## src/rtl/trap_sequencer.sv

```systemverilog
// Trap/mret sequencer: owns the CSR port, stalls the pipeline while it runs the
// mepc/mcause/mtval/mstatus read-modify-write, then redirects fetch for one cycle.
module trap_sequencer #(
    parameter int CSR_ADDR_W = 12
) (
    input  logic                  clk,
    input  logic                  rst,
    input  logic                  ecall,
    input  logic                  ebreak,
    input  logic                  ld_misaligned,
    input  logic                  st_misaligned,
    input  logic                  irq_ext,
    input  logic                  mret,
    input  logic [31:0]           pc,
    input  logic [31:0]           tval,
    input  logic [CSR_ADDR_W-1:0] pipe_csr_addr,
    input  logic [31:0]           pipe_csr_wdata,
    input  logic                  pipe_csr_we,
    input  logic                  pipe_csr_re,
    output logic                  pipe_csr_gnt,
    output logic [CSR_ADDR_W-1:0] csr_addr,
    output logic [31:0]           csr_wdata,
    output logic                  csr_we,
    output logic                  csr_re,
    input  logic [31:0]           csr_rdata,
    output logic                  stall,
    output logic                  redirect_valid,
    output logic [31:0]           redirect_pc
);
    localparam logic [CSR_ADDR_W-1:0] A_MSTATUS = CSR_ADDR_W'(12'h300);
    localparam logic [CSR_ADDR_W-1:0] A_MTVEC   = CSR_ADDR_W'(12'h305);
    localparam logic [CSR_ADDR_W-1:0] A_MEPC    = CSR_ADDR_W'(12'h341);
    localparam logic [CSR_ADDR_W-1:0] A_MCAUSE  = CSR_ADDR_W'(12'h342);
    localparam logic [CSR_ADDR_W-1:0] A_MTVAL   = CSR_ADDR_W'(12'h343);

    typedef enum logic [3:0] {
        IDLE, T_RD_MTVEC, T_RD_MSTATUS, T_WR_MEPC, T_WR_MCAUSE, T_WR_MTVAL,
        T_WR_MSTATUS, M_RD_MEPC, M_RD_MSTATUS, M_WR_MSTATUS, REDIRECT
    } state_t;

    state_t      r_state, w_next;
    logic        r_irq_masked, r_is_irq;
    logic [31:0] r_pc, r_tval, r_cause, r_vec, r_mstatus, r_redirect_pc;
    logic        w_sync_exc, w_trap_req, w_accept_trap, w_accept_mret, w_abort, w_pipe_mstatus_wr;
    logic [31:0] w_cause, w_trap_target, w_target;

    function automatic logic [31:0] f_trap_mstatus(input logic [31:0] old);
        logic [31:0] v;
        v        = old;
        v[7]     = old[3];
        v[3]     = 1'b0;
        v[12:11] = 2'b11;
        return v;
    endfunction

    function automatic logic [31:0] f_mret_mstatus(input logic [31:0] old);
        logic [31:0] v;
        v        = old;
        v[3]     = old[7];
        v[7]     = 1'b1;
        v[12:11] = 2'b00;
        return v;
    endfunction

    assign w_sync_exc    = ebreak | ecall | st_misaligned | ld_misaligned;
    assign w_trap_req    = w_sync_exc | (irq_ext & ~r_irq_masked);
    assign w_accept_trap = (r_state == IDLE) & w_trap_req;
    assign w_accept_mret = (r_state == IDLE) & ~w_trap_req & mret;
    assign w_pipe_mstatus_wr = pipe_csr_gnt & pipe_csr_we & (pipe_csr_addr == A_MSTATUS);

    always_comb begin
        w_cause = 32'h8000_000B;
        if (ebreak)             w_cause = 32'd3;
        else if (ecall)         w_cause = 32'd11;
        else if (st_misaligned) w_cause = 32'd6;
        else if (ld_misaligned) w_cause = 32'd4;
    end

    // Vectored mode only offsets interrupts; the sole interrupt source is cause 11.
    assign w_trap_target = {r_vec[31:2], 2'b00} + (((r_vec[1:0] == 2'b01) && r_is_irq) ? 32'd44 : 32'd0);
    assign w_target      = (r_state == M_WR_MSTATUS) ? r_vec : w_trap_target;
    assign redirect_pc   = r_redirect_pc;

    always_comb begin
        w_next         = r_state;
        pipe_csr_gnt   = 1'b0;
        csr_addr       = '0;
        csr_wdata      = '0;
        csr_we         = 1'b0;
        csr_re         = 1'b0;
        stall          = 1'b1;
        redirect_valid = 1'b0;
        w_abort        = 1'b0;
        unique case (r_state)
            IDLE: begin
                if (w_accept_trap)      w_next = T_RD_MTVEC;
                else if (w_accept_mret) w_next = M_RD_MEPC;
                else begin
                    stall        = 1'b0;
                    pipe_csr_gnt = 1'b1;
                    csr_addr     = pipe_csr_addr;
                    csr_wdata    = pipe_csr_wdata;
                    csr_we       = pipe_csr_we;
                    csr_re       = pipe_csr_re;
                end
            end
            T_RD_MTVEC:   begin csr_re = 1'b1; csr_addr = A_MTVEC;   w_next = T_RD_MSTATUS; end
            T_RD_MSTATUS: begin csr_re = 1'b1; csr_addr = A_MSTATUS; w_next = T_WR_MEPC;    end
            T_WR_MEPC: begin
                // An interrupt arriving with MIE clear is parked until software re-enables it.
                if (r_is_irq && !csr_rdata[3]) begin
                    w_abort = 1'b1;
                    w_next  = IDLE;
                end else begin
                    csr_we = 1'b1; csr_addr = A_MEPC; csr_wdata = r_pc; w_next = T_WR_MCAUSE;
                end
            end
            T_WR_MCAUSE:  begin csr_we = 1'b1; csr_addr = A_MCAUSE;  csr_wdata = r_cause; w_next = T_WR_MTVAL; end
            T_WR_MTVAL:   begin csr_we = 1'b1; csr_addr = A_MTVAL;   csr_wdata = r_tval;  w_next = T_WR_MSTATUS; end
            T_WR_MSTATUS: begin csr_we = 1'b1; csr_addr = A_MSTATUS; csr_wdata = f_trap_mstatus(r_mstatus); w_next = REDIRECT; end
            M_RD_MEPC:    begin csr_re = 1'b1; csr_addr = A_MEPC;    w_next = M_RD_MSTATUS; end
            M_RD_MSTATUS: begin csr_re = 1'b1; csr_addr = A_MSTATUS; w_next = M_WR_MSTATUS; end
            M_WR_MSTATUS: begin csr_we = 1'b1; csr_addr = A_MSTATUS; csr_wdata = f_mret_mstatus(csr_rdata); w_next = REDIRECT; end
            REDIRECT:     begin redirect_valid = 1'b1; w_next = IDLE; end
            default:      w_next = IDLE;
        endcase
        if (rst) begin
            w_next         = IDLE;
            pipe_csr_gnt   = 1'b0;
            csr_addr       = '0;
            csr_wdata      = '0;
            csr_we         = 1'b0;
            csr_re         = 1'b0;
            stall          = 1'b0;
            redirect_valid = 1'b0;
            w_abort        = 1'b0;
        end
    end

    always_ff @(posedge clk) begin
        if (rst) begin
            r_state       <= IDLE;
            r_irq_masked  <= 1'b0;
            r_redirect_pc <= '0;
        end else begin
            r_state      <= w_next;
            r_irq_masked <= (r_irq_masked | w_abort) & irq_ext & ~w_pipe_mstatus_wr;
            if (w_next == REDIRECT) r_redirect_pc <= w_target;
        end
    end

    // Event context and CSR read captures
    always_ff @(posedge clk) begin
        if (w_accept_trap) begin
            r_pc     <= pc;
            r_cause  <= w_cause;
            r_is_irq <= ~w_sync_exc;
            r_tval   <= (~(ebreak | ecall) & (st_misaligned | ld_misaligned)) ? tval : 32'd0;
        end
        if (r_state == T_RD_MSTATUS || r_state == M_RD_MSTATUS) r_vec <= csr_rdata;
        if (r_state == T_WR_MEPC) r_mstatus <= csr_rdata;
    end
endmodule

```

## config.mk

```make
export PLATFORM = sky130hd
export DESIGN_NAME = trap_sequencer
export DESIGN_NICKNAME = d
export VERILOG_FILES = /design/src/rtl/trap_sequencer.sv
export SDC_FILE = /design/constraint.sdc
export NUM_CORES = 1
export LEC_CHECK = 0
export ABC_AREA = 1
export CAP_MARGIN = 0
export CORE_UTILIZATION = 49
export DETAILED_ROUTE_END_ITERATION = 16
export PLACE_DENSITY_LB_ADDON = 0.05
export SETUP_SLACK_MARGIN = 0.05
export SYNTH_ARGS = -nofsm -noshare
export SYNTH_HDL_FRONTEND = slang
export SYNTH_SLANG_ARGS = --single-unit
```

## constraint.sdc

```tcl
create_clock -name clk -period 4.5 [get_ports clk]
set_input_delay 1.35 -clock clk [delete_from_list [all_inputs] [get_ports clk]]
set_output_delay 1.35 -clock clk [all_outputs]
set_load 0.01 [all_outputs]
```

==> key figures <==
Status
  • Status: finished, final reports clean

Layout
  • Final Non-Filler Cells: 1509
  • Share of layout cells above drive strength 1: 9.31%
  • Final #Nets: 1430
  • Area grow syn2layout: 39.0%
  • Finished Core Util: 69.8%
  • Antenna diode count: 0
  • Final Instance Area: 11600 um^2

Logic synthesis
  • Synthesized flop and latch total: 168
  • Top cells by area, synth: edfxtp_1, nand2_1, dfxtp_1
  • Largest family of logic cells by synthesized area: simple AND/OR/NAND/NOR gates
  • Seq/Total Area, Yosys: 55.9%
  • Post-Synth Adder-Cell Area: 0.688%
  • Gate Count Post-Synth: 1032
  • Post-synthesis net count: 1186
  • Warnings from Yosys: 0
  • Synth Area in Simple Gates: 29.3%
  • Portion of netlist area occupied by mux cells: 0%
  • Syn Std Cell Area: 8360 um^2
  • Syn Area/Cell: 8.10 um^2
  • Compound-Gate Fraction of Synth Area: 5.63%
  • Synth Area in XOR/XNOR: 0.733%
  • Area leader, netlist: edfxtp_1
  • Synth top area share: 47.0%
  • Yosys cell types: 35

Floorplanning
  • # rows: 47
  • Die Area: 17600 um^2
  • Die width: 133 um
  • Top-level I/O count: 231
  • Die span in y: 133 um
  • Core area: 16600 um^2
  • Initial core utilization: 50.3%

STA
  • Hold_ws: 482 ps
  • Slew headroom: 36.4%
  • RSZ-0062 raised after global routing: no
  • Final setup viols: 0
  • Final min period: 4310 ps
  • Setup TNS: 0 ps
  • Peak Freq: 0.232 GHz
  • Final hold vios: 0
  • Clock skew: 11.9 ps
  • Tightest Pin Transition: 951 ps
  • Fin crit share: 95.8%
  • Pins Over Slew Limit: 0

Pwr
  • LEAKAGE: 5.06 nW
  • Worst vdd ir: 0.293 mV
  • P per Cell Area: 431 nW/um^2

Hold path
  • Hold path depth: 2
  • HP Class: flip-flop to flip-flop

Clock network
  • CTS tree: done
  • Later-pin clock latency in the skew report: 430 ps
  • H-tree depth reported by CTS: 4
  • Clk buf depth: 2
  • CTS Buf Count: 17
  • Clock Pin Slew Worst Setup and Hold Paths: 70 ps
  • Clock Sinks: 168
  • Hold buffer count at cts: 0
  • Clock root buffer: clkbuf_16

GRT
  • Tot GR Track Use: 28.7%
  • First-pass GRT wire length: 38400 um
  • Pin count of the biggest net entering global routing: 42
  • Initial antenna violation count: 0
  • GRT Residual Overflow: 0
  • Vias in the first global route: 7235

Placement
  • HPWL after DPL: 17800 um
  • Placed instance area: 11000 um^2
  • Placed cells: 1469
  • GPL Wtd Cong: 0.937
  • IO Port Bufs: 230

Detailed routing
  • Met2 WL: 11900 um
  • Vias per inst: 5.01
  • WL met3: 1600 um
  • Highest Signal Layer: met4
  • DR iter-0 viols: 430
  • DR vias: 7563
  • Avg WL per Cell: 16.2 um
  • Metal-1 WL: 10400 um
  • Final wirelength: 24400 um
  • Pre-antenna DRT Iters: 5
  • Residual DRC count: 0
  • Final ANT Viol Nets: 0

Critical path
  • Critical-path maximum fanout: 6
  • Crit. End Element: output pin
  • CP Data Required Time: 3150 ps
  • Critical path launch point type: input pin
  • R2R cell count: 15
  • Crit Path Class: input pin to output pin
  • Arrival @ worst endpoint: 2960 ps

Run
  • Max-cap violations: 0
## worst max-delay path, cell delays in order
cell	delay [ps]
clkdlybuf4s50_1	480
inv_1	70
nor2_4	110
nor2_4	40
nand2_2	50
nand2_2	70
nand2_4	90
inv_8	60
buf_4	130
buf_8	130
nand2_1	50
nand3_1	60
nand2_1	70
inv_1	50
buf_2	140
## area by class of cell
| type | instances | area, um^2 |
|---|---|---|
| clock buffer | 23 | 543 |
| sequential | 168 | 4670 |
| timing repair buffer | 262 | 2500 |
| inverter | 123 | 469 |
| tap | 220 | 275 |
| clock inverter | 9 | 70.1 |
| multi-input combinational | 704 | 3100 |
| fill | 1395 | 5020 |
## logic make-up after synthesis
group                      count (synthesis)
and+or+nand+nor                          605
DFF                                      168
buffers and inverters                    160
AOI/OAI and AO/OA                         88
xor gates and xnor gates                   7
adders and majority gates                  4
## state kept, by name, indices dropped and copies added (netlist names)
name          count
r_tval           32
r_irq_masked      1
r_state           4
r_vec            32
r_cause           5
r_mstatus        29
r_is_irq          1
redirect_pc      32
r_pc             32
## what timing repair did
item                                    in CTS  in global routing
gates resized for setup                     78                 59
endpoints found under the hold margin        0                  0
setup buffers                                1                  4
gates cloned                                 1                  2
pin swaps                                    0                  6
endpoints found under the setup margin      48                 43
## synth_stat cells, drive strengths merged
library cell / n
or2: 1
nand3b: 3
fa: 1
and2: 2
a21oi: 67
nand2: 359
nand3: 49
o211ai: 1
buf: 27
clkinv: 1
nor2: 164
ha: 3
inv: 122
nor3b: 2
nor3: 7
xnor2: 3
clkbuf: 10
edfxtp: 131
a22oi: 3
nand4: 13
a31oi: 9
o21bai: 2
a31o: 1
dfxtp: 37
o21ai: 5
nor4: 5
xor2: 4
## power by group
group	internal, mW	switching [mW]	leakage, nW
Combinational	0.533	0.766	3.19
Clock	0.864	0.632	0.307
Sequential	2.07	0.141	1.56
Total	3.47	1.54	5.06
## cell usage in the layout, fill, tap and decap left out, types with 37 or more instances in the layout
master,n
dfxtp_1,37
nand3_1,49
nand2_1,352
edfxtp_1,131
inv_1,116
clkdlybuf4s50_1,178
a21oi_1,67
nor2_1,150
## routing by layer
metal | track usage, % | vias to the layer above
met5 | 0 | -
met4 | 10.0 | 0
met3 | 5.25 | 38
met2 | 47.0 | 278
met1 | 38.3 | 3453
li1 | - | 3794
## final timing paths
check                                  endpoint             from  slack, ps
worst max-delay path               csr_wdata[7]          irq_ext        190
worst min-delay path            redirect_pc[20]  redirect_pc[20]        480
worst max register to register  redirect_pc[30]         r_is_irq       1690
worst min register to register  redirect_pc[20]  redirect_pc[20]        480
## stage by stage
step	worst slack, ps	power [mW]
after CTS	-13.5	4.94
final	190	5.01
after global placement	-273	3.45
after floorplan	617	2.84
after detailed placement	-369	3.47
after global routing	70.9	5.24
No activity file was read; power rests on OpenSTA's default activity.
